File: src/rtl/cdb_arbiter_pkg.sv
// Constants shared by the CDB and its consumers (RS, LSB, RoB), plus the
// round-robin pointer step used by the arbiter.
package cdb_arbiter_pkg;

  localparam int XLEN              = 32;
  localparam int ROB_WIDTH_DEFAULT = 3;

  typedef logic [XLEN-1:0] word_t;

  function automatic int rr_next(input int idx, input int n);
    return (idx + 1 >= n) ? 0 : idx + 1;
  endfunction

endpackage

File: src/rtl/cdb_fifo.sv
// Single-source result FIFO: combinational head, pointer-wrapping storage,
// same-cycle push/pop, flush and synchronous reset.
module cdb_fifo
  import cdb_arbiter_pkg::*;
#(
  parameter int WIDTH = ROB_WIDTH_DEFAULT + XLEN,
  parameter int DEPTH = 2
) (
  input  logic                   clk_in,
  input  logic                   rst_in,
  input  logic                   en_i,
  input  logic                   flush_i,
  input  logic                   push_i,
  input  logic                   pop_i,
  input  logic [WIDTH-1:0]       din_i,
  output logic [WIDTH-1:0]       head_o,
  output logic [$clog2(DEPTH):0] count_o
);

  localparam int AW = $clog2(DEPTH);
  localparam int CW = AW + 1;

  logic [WIDTH-1:0] mem_q [DEPTH];
  logic [AW-1:0]    rd_ptr_q;
  logic [AW-1:0]    wr_ptr_q;
  logic [CW-1:0]    count_q;
  logic             do_push;
  logic             do_pop;

  assign do_push = en_i && !flush_i && push_i;
  assign do_pop  = en_i && !flush_i && pop_i;

  // Storage carries no reset; only the pointers define what is valid.
  always_ff @(posedge clk_in) begin
    if (do_push) begin
      mem_q[wr_ptr_q] <= din_i;
    end
  end

  always_ff @(posedge clk_in) begin
    if (rst_in) begin
      rd_ptr_q <= '0;
      wr_ptr_q <= '0;
      count_q  <= '0;
    end else if (en_i) begin
      if (flush_i) begin
        rd_ptr_q <= '0;
        wr_ptr_q <= '0;
        count_q  <= '0;
      end else begin
        if (do_push) begin
          wr_ptr_q <= wr_ptr_q + AW'(1);
        end
        if (do_pop) begin
          rd_ptr_q <= rd_ptr_q + AW'(1);
        end
        case ({do_push, do_pop})
          2'b10:   count_q <= count_q + CW'(1);
          2'b01:   count_q <= count_q - CW'(1);
          default: count_q <= count_q;
        endcase
      end
    end
  end

  assign head_o  = mem_q[rd_ptr_q];
  assign count_o = count_q;

endmodule

File: src/rtl/cdb_arbiter.sv
// Registered common data bus: per-source FIFOs with bypass, round-robin
// winner selection, and one broadcast per cycle to RS, LSB and RoB.
module cdb_arbiter
  import cdb_arbiter_pkg::*;
#(
  parameter int RoB_WIDTH  = ROB_WIDTH_DEFAULT,
  parameter int NUM_SRC    = 2,
  parameter int FIFO_DEPTH = 2
) (
  input  logic                         clk_in,
  input  logic                         rst_in,
  input  logic                         rdy_in,
  input  logic                         flush_in,
  input  logic [NUM_SRC-1:0]           src_valid,
  input  logic [NUM_SRC*RoB_WIDTH-1:0] src_index,
  input  logic [NUM_SRC*XLEN-1:0]      src_data,
  output logic [NUM_SRC-1:0]           src_ready,
  output logic                         cdb_en,
  output logic [RoB_WIDTH-1:0]         cdb_index,
  output logic [XLEN-1:0]              cdb_data
);

  localparam int EW = RoB_WIDTH + XLEN;
  localparam int SW = $clog2(NUM_SRC);
  localparam int CW = $clog2(FIFO_DEPTH) + 1;

  logic [NUM_SRC-1:0]   accept;
  logic [NUM_SRC-1:0]   has_head;
  logic [NUM_SRC-1:0]   cand;
  logic [NUM_SRC-1:0]   grant;
  logic [NUM_SRC-1:0]   push;
  logic [NUM_SRC-1:0]   pop;
  logic [EW-1:0]        head       [NUM_SRC];
  logic [EW-1:0]        cand_entry [NUM_SRC];
  logic [CW-1:0]        count      [NUM_SRC];

  logic [SW-1:0]        rr_ptr_q, rr_ptr_d;
  logic                 win_valid;
  logic [EW-1:0]        win_entry;
  logic                 cdb_en_q;
  logic [RoB_WIDTH-1:0] cdb_index_q;
  word_t                cdb_data_q;

  genvar gi;
  generate
    for (gi = 0; gi < NUM_SRC; gi++) begin : g_src
      assign src_ready[gi]  = count[gi] < CW'(FIFO_DEPTH);
      assign accept[gi]     = src_valid[gi] && src_ready[gi] && rdy_in && !flush_in && !rst_in;
      assign has_head[gi]   = count[gi] != '0;
      // A queued head always outranks the new arrival to keep per-source order.
      assign cand_entry[gi] = has_head[gi] ? head[gi]
                            : {src_index[gi*RoB_WIDTH +: RoB_WIDTH], src_data[gi*XLEN +: XLEN]};
      assign cand[gi]       = has_head[gi] || accept[gi];
      assign pop[gi]        = grant[gi] && has_head[gi];
      assign push[gi]       = accept[gi] && !(grant[gi] && !has_head[gi]);

      cdb_fifo #(
        .WIDTH (EW),
        .DEPTH (FIFO_DEPTH)
      ) u_fifo (
        .clk_in  (clk_in),
        .rst_in  (rst_in),
        .en_i    (rdy_in),
        .flush_i (flush_in),
        .push_i  (push[gi]),
        .pop_i   (pop[gi]),
        .din_i   ({src_index[gi*RoB_WIDTH +: RoB_WIDTH], src_data[gi*XLEN +: XLEN]}),
        .head_o  (head[gi]),
        .count_o (count[gi])
      );
    end
  endgenerate

  always_comb begin
    int            idx;
    logic [SW-1:0] sel;
    idx       = 0;
    sel       = '0;
    grant     = '0;
    win_valid = 1'b0;
    win_entry = '0;
    rr_ptr_d  = rr_ptr_q;
    for (int k = 0; k < NUM_SRC; k++) begin
      idx = int'(rr_ptr_q) + k;
      if (idx >= NUM_SRC) begin
        idx = idx - NUM_SRC;
      end
      sel = SW'(idx);
      if (!win_valid && cand[sel]) begin
        win_valid  = 1'b1;
        grant[sel] = 1'b1;
        win_entry  = cand_entry[sel];
        rr_ptr_d   = SW'(rr_next(idx, NUM_SRC));
      end
    end
  end

  always_ff @(posedge clk_in) begin
    if (rst_in) begin
      rr_ptr_q    <= '0;
      cdb_en_q    <= 1'b0;
      cdb_index_q <= '0;
      cdb_data_q  <= '0;
    end else if (rdy_in) begin
      if (flush_in) begin
        rr_ptr_q <= '0;
        cdb_en_q <= 1'b0;
      end else begin
        rr_ptr_q <= rr_ptr_d;
        cdb_en_q <= win_valid;
        if (win_valid) begin
          {cdb_index_q, cdb_data_q} <= win_entry;
        end
      end
    end
  end

  assign cdb_en    = cdb_en_q;
  assign cdb_index = cdb_index_q;
  assign cdb_data  = cdb_data_q;

endmodule

File: config.mk
export PLATFORM = sky130hd
export DESIGN_NAME = cdb_arbiter
export DESIGN_NICKNAME = d
export VERILOG_FILES = /design/src/rtl/cdb_arbiter_pkg.sv /design/src/rtl/cdb_fifo.sv /design/src/rtl/cdb_arbiter.sv
export SDC_FILE = /design/constraint.sdc
export NUM_CORES = 1
export LEC_CHECK = 0
export CELL_PAD_IN_SITES_DETAIL_PLACEMENT = 0
export CELL_PAD_IN_SITES_GLOBAL_PLACEMENT = 1
export CORE_MARGIN = 1
export CORE_UTILIZATION = 58
export CTS_BUF_LIST = sky130_fd_sc_hd__clkbuf_4 sky130_fd_sc_hd__clkbuf_8
export DETAILED_ROUTE_END_ITERATION = 6
export DONT_BUFFER_PORTS = 1
export GPL_TIMING_DRIVEN = 1
export PLACE_DENSITY_LB_ADDON = 0.08
export SYNTH_ARGS = -nofsm -noshare
export SYNTH_HDL_FRONTEND = slang
export SYNTH_SLANG_ARGS = --single-unit
export TNS_END_PERCENT = 30
File: constraint.sdc
create_clock -name clk_in -period 9.3 [get_ports clk_in]
set_input_delay 1.86 -clock clk_in [delete_from_list [all_inputs] [get_ports clk_in]]
set_output_delay 1.86 -clock clk_in [all_outputs]
set_load 0.03 [all_outputs]
==> results of run 1 <==
[layout make-up]
cell class                      count  area (sq um)  share of cell area
Sequential cell                   187          5150               0.630
Multi-Input combinational cell    348          2350               0.287
Clock buffer                       25           325              0.0398
Tap cell                          172           215              0.0263
Clock inverter                      7          86.3              0.0106
Timing Repair Buffer                4          30.0             0.00367
Inverter                            6          22.5             0.00275
[routing by layer]
| metal | share of wire | vias to the layer above | global-route usage |
|---|---|---|---|
| met5 | 0 | - | 0 |
| met1 | 0.42 | 2220 | 0.290 |
| met2 | 0.49 | 136 | 0.380 |
| li1 | - | 2217 | - |
| met4 | 0.015 | 0 | 0.0893 |
| met3 | 0.068 | 18 | 0.0783 |
[tightest hold or removal path, cell delays in order, from the launching register on]
cell and delay [ns]:
dfxtp_1 0.33, nand2_1 0.06, a21oi_1 0.05
[path summary, 6_finish.rpt]
kind / end / cells after the start / slack (ns) / from
setup / recovery: g_src[0].u_fifo.mem_q[0][27] / 4 / 5.73 / flush_in
setup reg to reg: cdb_data[12] / 7 / 6.01 / g_src[0].u_fifo.count_o[1]
hold / removal: g_src[1].u_fifo.count_o[1] / 2 / 0.47 / g_src[1].u_fifo.count_o[1]
hold reg to reg: g_src[1].u_fifo.count_o[1] / 2 / 0.47 / g_src[1].u_fifo.count_o[1]
[placed cells by master (no fill, tap or decap), types with 2 or more instances in the layout]
cell and instances:
dfxtp_1 45, clkbuf_8 22, o211ai_1 70, nor2_4 3
a31oi_1 37, dfxtp_2 2, nand2_1 77, clkinv_2 3
a32o_1 2, bufinv_16 2, o21ai_1 10, inv_1 6
or2_2 2, o21a_1 2, clkbuf_4 3, a21oi_1 7
o21ai_0 31, a211oi_1 2, nand3_1 4, mux2i_1 71
nor2_1 9, edfxtp_1 140, buf_4 4
[flip-flops by register name, summed over array words and instances, names as in the netlist, named ones only]
name / count
cdb_data: 32
g_src.u_fifo.count_o: 4
rr_ptr_q: 1
g_src.u_fifo.mem_q: 140
cdb_en: 1
g_src.u_fifo.rd_ptr_q: 2
cdb_index: 3
g_src.u_fifo.wr_ptr_q: 2
[logic make-up after synthesis]
group	Yosys count
AOI/OAI and AO/OA	170
xor gates and xnor gates	1
buffers and inverters	52
DFF	187
muxes	71
and+or+nand+nor	106
[power breakdown]
part           switching [uW]  internal (uW)  total, uW
Clock                     259            282        540
Sequential               12.0            899        911
Combinational            18.3           9.12       27.4
Total                     289           1190       1480
[metrics by stage]
step                worst slack, ns  power (uW)  area (sq um)
CTS                            5.73        1490          8180
detailed placement             5.25         958          7760
global route                   5.56        1520          8180
floorplan                      4.64         953          7720
global placement               5.29         957          7760
finish                         5.73        1480          8180
==> results.md, run 1 <==
- Fmax: 280 MHz
- Setup CP Type: in2reg
- Post-DP HPWL: 9.42 mm
- Worst path required time: 9.37 ns
- Hold buffers post-CTS: 0
- Synth unique cells: 44
- Top FF cell, synth: edfxtp_1
- Share of cells above drive strength 1: 0.0832
- Tcrit/Tclk final: 0.383
- Count leader, synth: edfxtp_1
- DR WL/cell: 20.6 microns
- Commonest cells in the netlist: edfxtp_1, nand2_1, mux2i_1, o211ai_1, dfxtp_1
- Die area: 13800 sq um
- Max-cap check violation count: 0
- DRC Markers: 0
- Fin. Hold Viols: 0
- Die width: 117 microns
- N_diodes: 0
- Initial core utilization: 0.604
- Count of flip-flops with a built-in enable after synthesis: 140
- Synth Area in XOR/XNOR: 0.00114
- CP Capture Type: flip-flop
- First-pass GRT wire length: 24.5 mm
- Layout Nets: 640
- Fraction of registers with async set/reset: 0
- Clk_lat worst skew: 0.45 ns
- Setup Buffers After CTS: 0
- Pwr/cell area: 181 nW/um^2
- Pleak: 0.00229 uW
- Initial antenna violation count: 0
- Cell taking the most area after synthesis: edfxtp_1
- Minimum hold slack: 0.469 ns
- GRT overflow: 0
- Sequential area share after synthesis: 0.667
- Gate Count Post-Synth: 587
- Crit-path most repeated cell: o21a_1
- Placed cells: 717
- Syn Std Cell Area: 7720 sq um
- Final TNS setup: 0 ns
- Final core occ: 0.640
- Clk_skew: 0.00852 ns
- CP arrival: 3.63 ns
- Worst Path Buf+Inv: 0
- Initial detailed-routing violation count: 349
- # setup viols final: 0
- Syn_area_per_cell: 13.1 sq um
- Total GRT Usage: 0.234
- Top-area cell type share of the netlist area: 0.545
- Synth Area in Adders: 0
- Fill cell count: 955
- IO Pins: 114
- Relative slew slack: 0.189
- Compound-gate portion of the synthesized area: 0.146
- CP max stage cell: nor2b_4
- Vias per cell: 6.13
- Post-Syn Nets: 663
- Final Max Tran Viols: 0
- Clock buffer depth: 2
- Status: finished, final reports clean
- Startpoint types: input port
- Row count: 41
- CP max stage delay: 0.91 ns
- DR pass1 iterations: 5
- Clock slew at reported path FFs: 0.08 ns
- Die Ht: 117 microns
- Slew @ Worst Pin: 1.22 ns
- Seq cells post-synth: 187
- CP Cell Sequence: and4bb_1, o21a_1, o21a_1, nor2b_4
- Family with the most delay on the worst path: simple AND/OR/NAND/NOR gates
- Area growth syn-to-layout: 5.97%
- Crit Path Max Fanout: 35
- Via count: 4591
- Pin count of the biggest net entering global routing: 79
- CTS Sinks: 187
- Core ar.: 12800 sq um
- Post-Synth Simple-Gate Area: 0.0611
- Ys Warns: 0
- TritonCTS Buffers: 17
- TritonCTS clock tree: yes
- CTS H-tree lvls: 4
- Unrepaired setup endpoints after global routing: false
- CTS Root Cell: clkbuf_8
- Layout Cells excl Fill: 749
- Largest family of logic cells by synthesized area: compound AO/OA/AOI/OAI gates
- Post-CTS sizing: 0
- Vias in the first global route: 4492
- Hold crit path type: reg2reg
- Buffers on Ports: 0
- Tmin final: 3.57 ns
- GP Congestion: 0.847
- Mux share of post-synthesis cell area: 0.0921
- ANT nets after route: 0
- Final wirelength: 15.4 mm
- Worst VDD drop: 0.000116 V
- Synth top area cells: edfxtp_1, dfxtp_1, mux2i_1
No activity file was read; power rests on OpenSTA's default activity.
==> inputs of run 2 (changes only) <==
--- a/config.mk
+++ b/config.mk
@@ -8,7 +8,7 @@
 export CELL_PAD_IN_SITES_DETAIL_PLACEMENT = 0
 export CELL_PAD_IN_SITES_GLOBAL_PLACEMENT = 1
 export CORE_MARGIN = 1
-export CORE_UTILIZATION = 58
+export CORE_UTILIZATION = 53
 export CTS_BUF_LIST = sky130_fd_sc_hd__clkbuf_4 sky130_fd_sc_hd__clkbuf_8
 export DETAILED_ROUTE_END_ITERATION = 6
 export DONT_BUFFER_PORTS = 1
==> constraint.sdc (replaced) <==
create_clock -name clk_in -period 3.7 [get_ports clk_in]
set_input_delay 0.74 -clock clk_in [delete_from_list [all_inputs] [get_ports clk_in]]
set_output_delay 0.74 -clock clk_in [all_outputs]
set_load 0.03 [all_outputs]
==> run 2 against run 1 <==
Clock power rose by 140%. Sequential share of layout area fell by 0.42 points. Worst hold slack got worse by 0.12 ns. Power rose by 150%. Wire length rose by 2.4%. Core utilization fell by 5.4 points. Critical path depth rose by 1. Flip-flop and latch count did not move. Clock skew rose by 0.00092 ns. Via count fell by 0.20%. Critical endpoint is now g_src[1].u_fifo.mem_q[1][27]. Largest cell class unchanged. Largest power group unchanged.
==> results.md, run 2 (synthesis gave the netlist of run 1 again) <==
- Status: finished, final reports clean
- Family with the most delay on the worst path: buffers and inverters
- Commonest non-fill, non-tap cell in the layout: edfxtp_1
- Initial detailed-routing violation count: 368
- Max reg flops: 140
- GRT overflow: 0
- Met3 WL post-DR: 1.22 mm
- Hold depth: 1
- CTS Root Cell: clkbuf_8
- TritonCTS clock tree: yes
- Setup Buffers After CTS: 0
- Fmax: 403 MHz
- Pwr/cell area: 444 nW/um^2
- Top reg by flops: g_src.u_fifo.mem_q
- DR WL/cell: 20.6 microns
- Max-cap check violation count: 0
- Minimum hold slack: 0.348 ns
- Row count: 43
- ANT nets after route: 0
- Die width: 123 microns
- Crit Path Max Fanout: 76
- CTS Sinks: 187
- Clk_lat worst skew: 0.45 ns
- CP max stage cell: buf_4
- Via count: 4582
- Unrepaired setup endpoints after global routing: false
- Initial core utilization: 0.549
- Layout Nets: 650
- Total GRT Usage: 0.225
- Hold crit path type: in2reg
- Pleak: 0.00232 uW
- Startpoint types: flip-flop
- Buffers on Ports: 0
- Vias per cell: 5.97
- Relative slew slack: 0.207
- CP max stage delay: 0.60 ns
- CP Cell Sequence: or2_2, buf_4, o21bai_1, nor2_4, buf_4
- Worst path required time: 3.83 ns
- Met2 wire len: 7.80 mm
- N_diodes: 0
- DRC Markers: 0
- Die area: 15000 sq um
- Hold path startpoint: rst_in
- Area growth syn-to-layout: 6.68%
- Top Layer Used: met4
- Worst Path Buf+Inv: 2
- Final TNS setup: 0 ns
- Share of cells above drive strength 1: 0.0954
- Commonest non-fill, non-tap cells in the layout: edfxtp_1, nand2_1, mux2i_1
- Fin. Hold Viols: 0
- Tcrit/Tclk final: 0.671
- Slew @ Worst Pin: 1.19 ns
- DR pass1 iterations: 5
- Core ar.: 14000 sq um
- CP Capture Type: flip-flop
- Clk_skew: 0.00944 ns
- CP arrival: 2.62 ns
- # setup viols final: 0
- Worst VDD drop: 0.000208 V
- Hold buffers post-CTS: 0
- CP Depth: 5
- Vias in the first global route: 4532
- Pin count of the biggest net entering global routing: 77
- Crit-path most repeated cell: buf_4
- Worst R2R Path Depth: 5
- First-pass GRT wire length: 24.7 mm
- Tmin final: 2.48 ns
- GP Congestion: 0.823
- Die Ht: 123 microns
- Final Max Tran Viols: 0
- Reg2Reg Launch Point: g_src[1].u_fifo.count_o[0]
- CTS H-tree lvls: 4
- Clock slew at reported path FFs: 0.08 ns
- Worst Setup SP: g_src[1].u_fifo.count_o[0]
- M1 WL: 6.65 mm
- TritonCTS Buffers: 17
- IO Pins: 114
- Final wirelength: 15.8 mm
- Post-DP HPWL: 10.2 mm
- Clock buffer depth: 2
- Initial antenna violation count: 0
- Setup CP Type: reg2reg
- Post-CTS sizing: 0
## run 2: layer usage
metal,up-vias,track usage
li1,2224,-
met1,2221,0.286
met2,125,0.365
met3,12,0.0748
met4,0,0.0694
met5,-,0
## run 2: final timing paths
path	slack (ns)	end
max	1.22	g_src[1].u_fifo.mem_q[1][27]
min	0.35	cdb_en
max reg2reg	1.22	g_src[1].u_fifo.mem_q[1][27]
min reg2reg	0.46	g_src[1].u_fifo.count_o[1]
## run 2: cell type report
cell class / count / area (sq um)
Fill cell: 1173 / 5810
Sequential cell: 187 / 5150
Multi-Input combinational cell: 348 / 2350
Clock buffer: 23 / 285
Tap cell: 180 / 225
Timing Repair Buffer: 14 / 105
Clock inverter: 9 / 96.3
Inverter: 6 / 22.5
## run 2: power breakdown
| part | leakage (uW) | switching [uW] | internal [uW] |
|---|---|---|---|
| clock network | 0.000194 | 647 | 646 |
| registers | 0.00164 | 29.5 | 2260 |
| logic | 0.000491 | 47.8 | 24.5 |
| total | 0.00232 | 724 | 2930 |
## run 2: stage by stage
stage | instances | utilization | cell area [sq um] | total power, uW | worst slack (ns)
2_1_floorplan | 587 | - | 7720 | 2400 | 0.162
3_3_place_gp | 735 | 0.559 | 7850 | 2410 | 0.936
3_5_place_dp | 735 | 0.559 | 7850 | 2410 | 0.913
4_1_cts | 767 | 0.586 | 8230 | 3690 | 1.17
5_1_grt | 767 | 0.586 | 8230 | 3780 | 1.02
6_report | 767 | 0.586 | 8230 | 3650 | 1.22
==> inputs of run 3 (changes only) <==
--- a/config.mk
+++ b/config.mk
@@ -8,7 +8,7 @@
 export CELL_PAD_IN_SITES_DETAIL_PLACEMENT = 0
 export CELL_PAD_IN_SITES_GLOBAL_PLACEMENT = 1
 export CORE_MARGIN = 1
-export CORE_UTILIZATION = 53
+export CORE_UTILIZATION = 48
 export CTS_BUF_LIST = sky130_fd_sc_hd__clkbuf_4 sky130_fd_sc_hd__clkbuf_8
 export DETAILED_ROUTE_END_ITERATION = 6
 export DONT_BUFFER_PORTS = 1
==> constraint.sdc (replaced) <==
create_clock -name clk_in -period 2.1 [get_ports clk_in]
set_input_delay 0.42 -clock clk_in [delete_from_list [all_inputs] [get_ports clk_in]]
set_output_delay 0.42 -clock clk_in [all_outputs]
set_load 0.03 [all_outputs]
==> run 3 against run 2 <==
Count of clock-buffer cells in the layout is 3 lower. Design area increased by 3.5%. Non-clock buffer count increased by 12. Register-to-register slack worse by 1.1 ns. Flip-flop and latch count unchanged. Wire length is 8.1% higher. Critical path depth stayed put. Worst hold slack lost 0.31 ns.
==> results.md, run 3 (synthesis gave the netlist of run 1 again) <==
- Fill cell count: 1307
- Max reg flops: 140
- Worst path required time: 2.48 ns
- Worst R2R Path Depth: 5
- DRC Markers: 0
- Setup CP Type: reg2reg
- Area growth syn-to-layout: 10.4%
- Via count: 4640
- Clock power frac: 0.382
- Minimum hold slack: 0.0355 ns
- Part of the power in combinational logic: 0.021
- CTS Sinks: 187
- ANT nets after route: 0
- Worst VDD drop: 0.000535 V
- Clock buffer depth: 2
- Tmin final: 1.97 ns
- Clk_skew: 0.0123 ns
- GRT overflow: 0
- Total power: 6760 uW
- Initial antenna violation count: 0
- Psw: 1400 uW
- Critical Path Sink: cdb_data[17]
- Placed cells: 777
- Post-DP HPWL: 11.1 mm
- Status: finished, final reports clean
- Top reg by flops: g_src.u_fifo.mem_q
- Die width: 129 microns
- Sw Share: 0.206
- First-pass GRT wire length: 26.0 mm
- Clk_lat worst skew: 0.46 ns
- Final wirelength: 17.1 mm
- CP Capture Type: flip-flop
- Relative slew slack: 0.287
- Initial core utilization: 0.500
- Share of cells above drive strength 1: 0.122
- Startpoint types: flip-flop
- Reg power frac: 0.597
- Setup Buffers After CTS: 0
- P_int: 5370 uW
- IO Pins: 114
- Layout Cells excl Fill: 810
- Cell Area, Placed: 8080 sq um
- Final Max Tran Viols: 0
- Vias in the first global route: 4564
- Hold crit path type: in2reg
- Row count: 45
- Final instance area: 8520 sq um
- # setup viols final: 0
- Initial detailed-routing violation count: 355
- R2r endpoint: cdb_data[17]
- Clock slew at reported path FFs: 0.09 ns
- Vias per cell: 5.73
- CTS Root Cell: clkbuf_8
- Worst Setup SP: g_src[1].u_fifo.count_o[0]
- Tcrit/Tclk final: 0.939
- CTS H-tree lvls: 4
- Die area: 16600 sq um
- N_diodes: 0
- Crit Path Max Fanout: 35
- Slew @ Worst Pin: 1.07 ns
- DR WL/cell: 21.1 microns
- Die Ht: 129 microns
- Unrepaired setup endpoints after global routing: true
- Commonest non-fill, non-tap cells in the layout: edfxtp_1, nand2_1, mux2i_1
- GP Congestion: 0.818
- Final TNS setup: 0 ns
- Buffers on Ports: 0
- TritonCTS clock tree: yes
- TritonCTS Buffers: 17
- DR pass1 iterations: 4
- Reg2Reg Launch Point: g_src[1].u_fifo.count_o[0]
- Fin. Hold Viols: 0
- Pin count of the biggest net entering global routing: 45
- Total GRT Usage: 0.215
- Layout Nets: 662
- Pwr/cell area: 794 nW/um^2
- Commonest non-fill, non-tap cell in the layout: edfxtp_1
- R2R Setup Slk: 0.13 ns
- CP arrival: 2.35 ns
- Core ar.: 15400 sq um
- Fmax: 507 MHz
- Max-cap check violation count: 0
- Pleak: 0.00242 uW
-- run 3: metal layers --
layer | global-route usage | vias up | wire length (microns)
met5 | 0 | - | 0
met1 | 0.250 | 2255 | 7070
met4 | 0.0699 | 0 | 92
li1 | - | 2254 | -
met3 | 0.0753 | 9 | 1220
met2 | 0.371 | 122 | 8730
-- run 3: worst min path at each step --
stage / startpoint / slack (ns) / to / cells after the start
2_1_floorplan: g_src[1].u_fifo.count_o[1] / 0.44 / g_src[1].u_fifo.count_o[1] / 2
3_3_place_gp: g_src[1].u_fifo.count_o[1] / 0.45 / g_src[1].u_fifo.count_o[1] / 2
3_5_place_dp: g_src[1].u_fifo.count_o[1] / 0.46 / g_src[1].u_fifo.count_o[1] / 2
4_1_cts: rst_in / 0.005 / flip-flop / 1
5_1_grt: src_data[60] / 0.007 / g_src[1].u_fifo.mem_q[0][28] / 0
6_report: rst_in / 0.04 / flip-flop / 1
-- run 3: what timing repair did --
action,in CTS,in global routing
setup endpoints to repair,0,38
resized for setup,0,3
hold buffers,1,0
hold endpoints to repair,6,0
-- run 3: cell type report --
cell class | instances | area [sq um] | area share
clock buffer | 20 | 256 | 0.0301
clock inverter | 12 | 173 | 0.0203
inverter | 6 | 22.5 | 0.00264
multi-input combinational | 348 | 2360 | 0.277
sequential | 187 | 5150 | 0.604
tap | 211 | 264 | 0.0310
timing repair buffer | 26 | 298 | 0.0349
-- run 3: stage by stage --
stage          setup WS, ns   util
6_report              0.128  0.552
5_1_grt             -0.0139  0.552
4_1_cts              0.0333  0.552
3_5_place_dp        -0.0277  0.523
3_3_place_gp         0.0150  0.523
2_1_floorplan       -0.0141      -
-- run 3: critical path: stages (launching register included) --
cell and delay [ns]:
dfxtp_1 0.37, or2_2 0.17, nor2_1 0.09, nor2_4 0.83, o211ai_1 0.21, a31oi_1 0.23
-- run 3: power by group through the flow --
stage                     clock [uW]  sequential (uW)  combinational [uW]
after floorplan                    0             4110                 109
after global placement             0             4120                 136
after detailed placement           0             4120                 138
after CTS                       2640             4040                 142
after global routing            2780             4040                 155
final                           2590             4030                 141
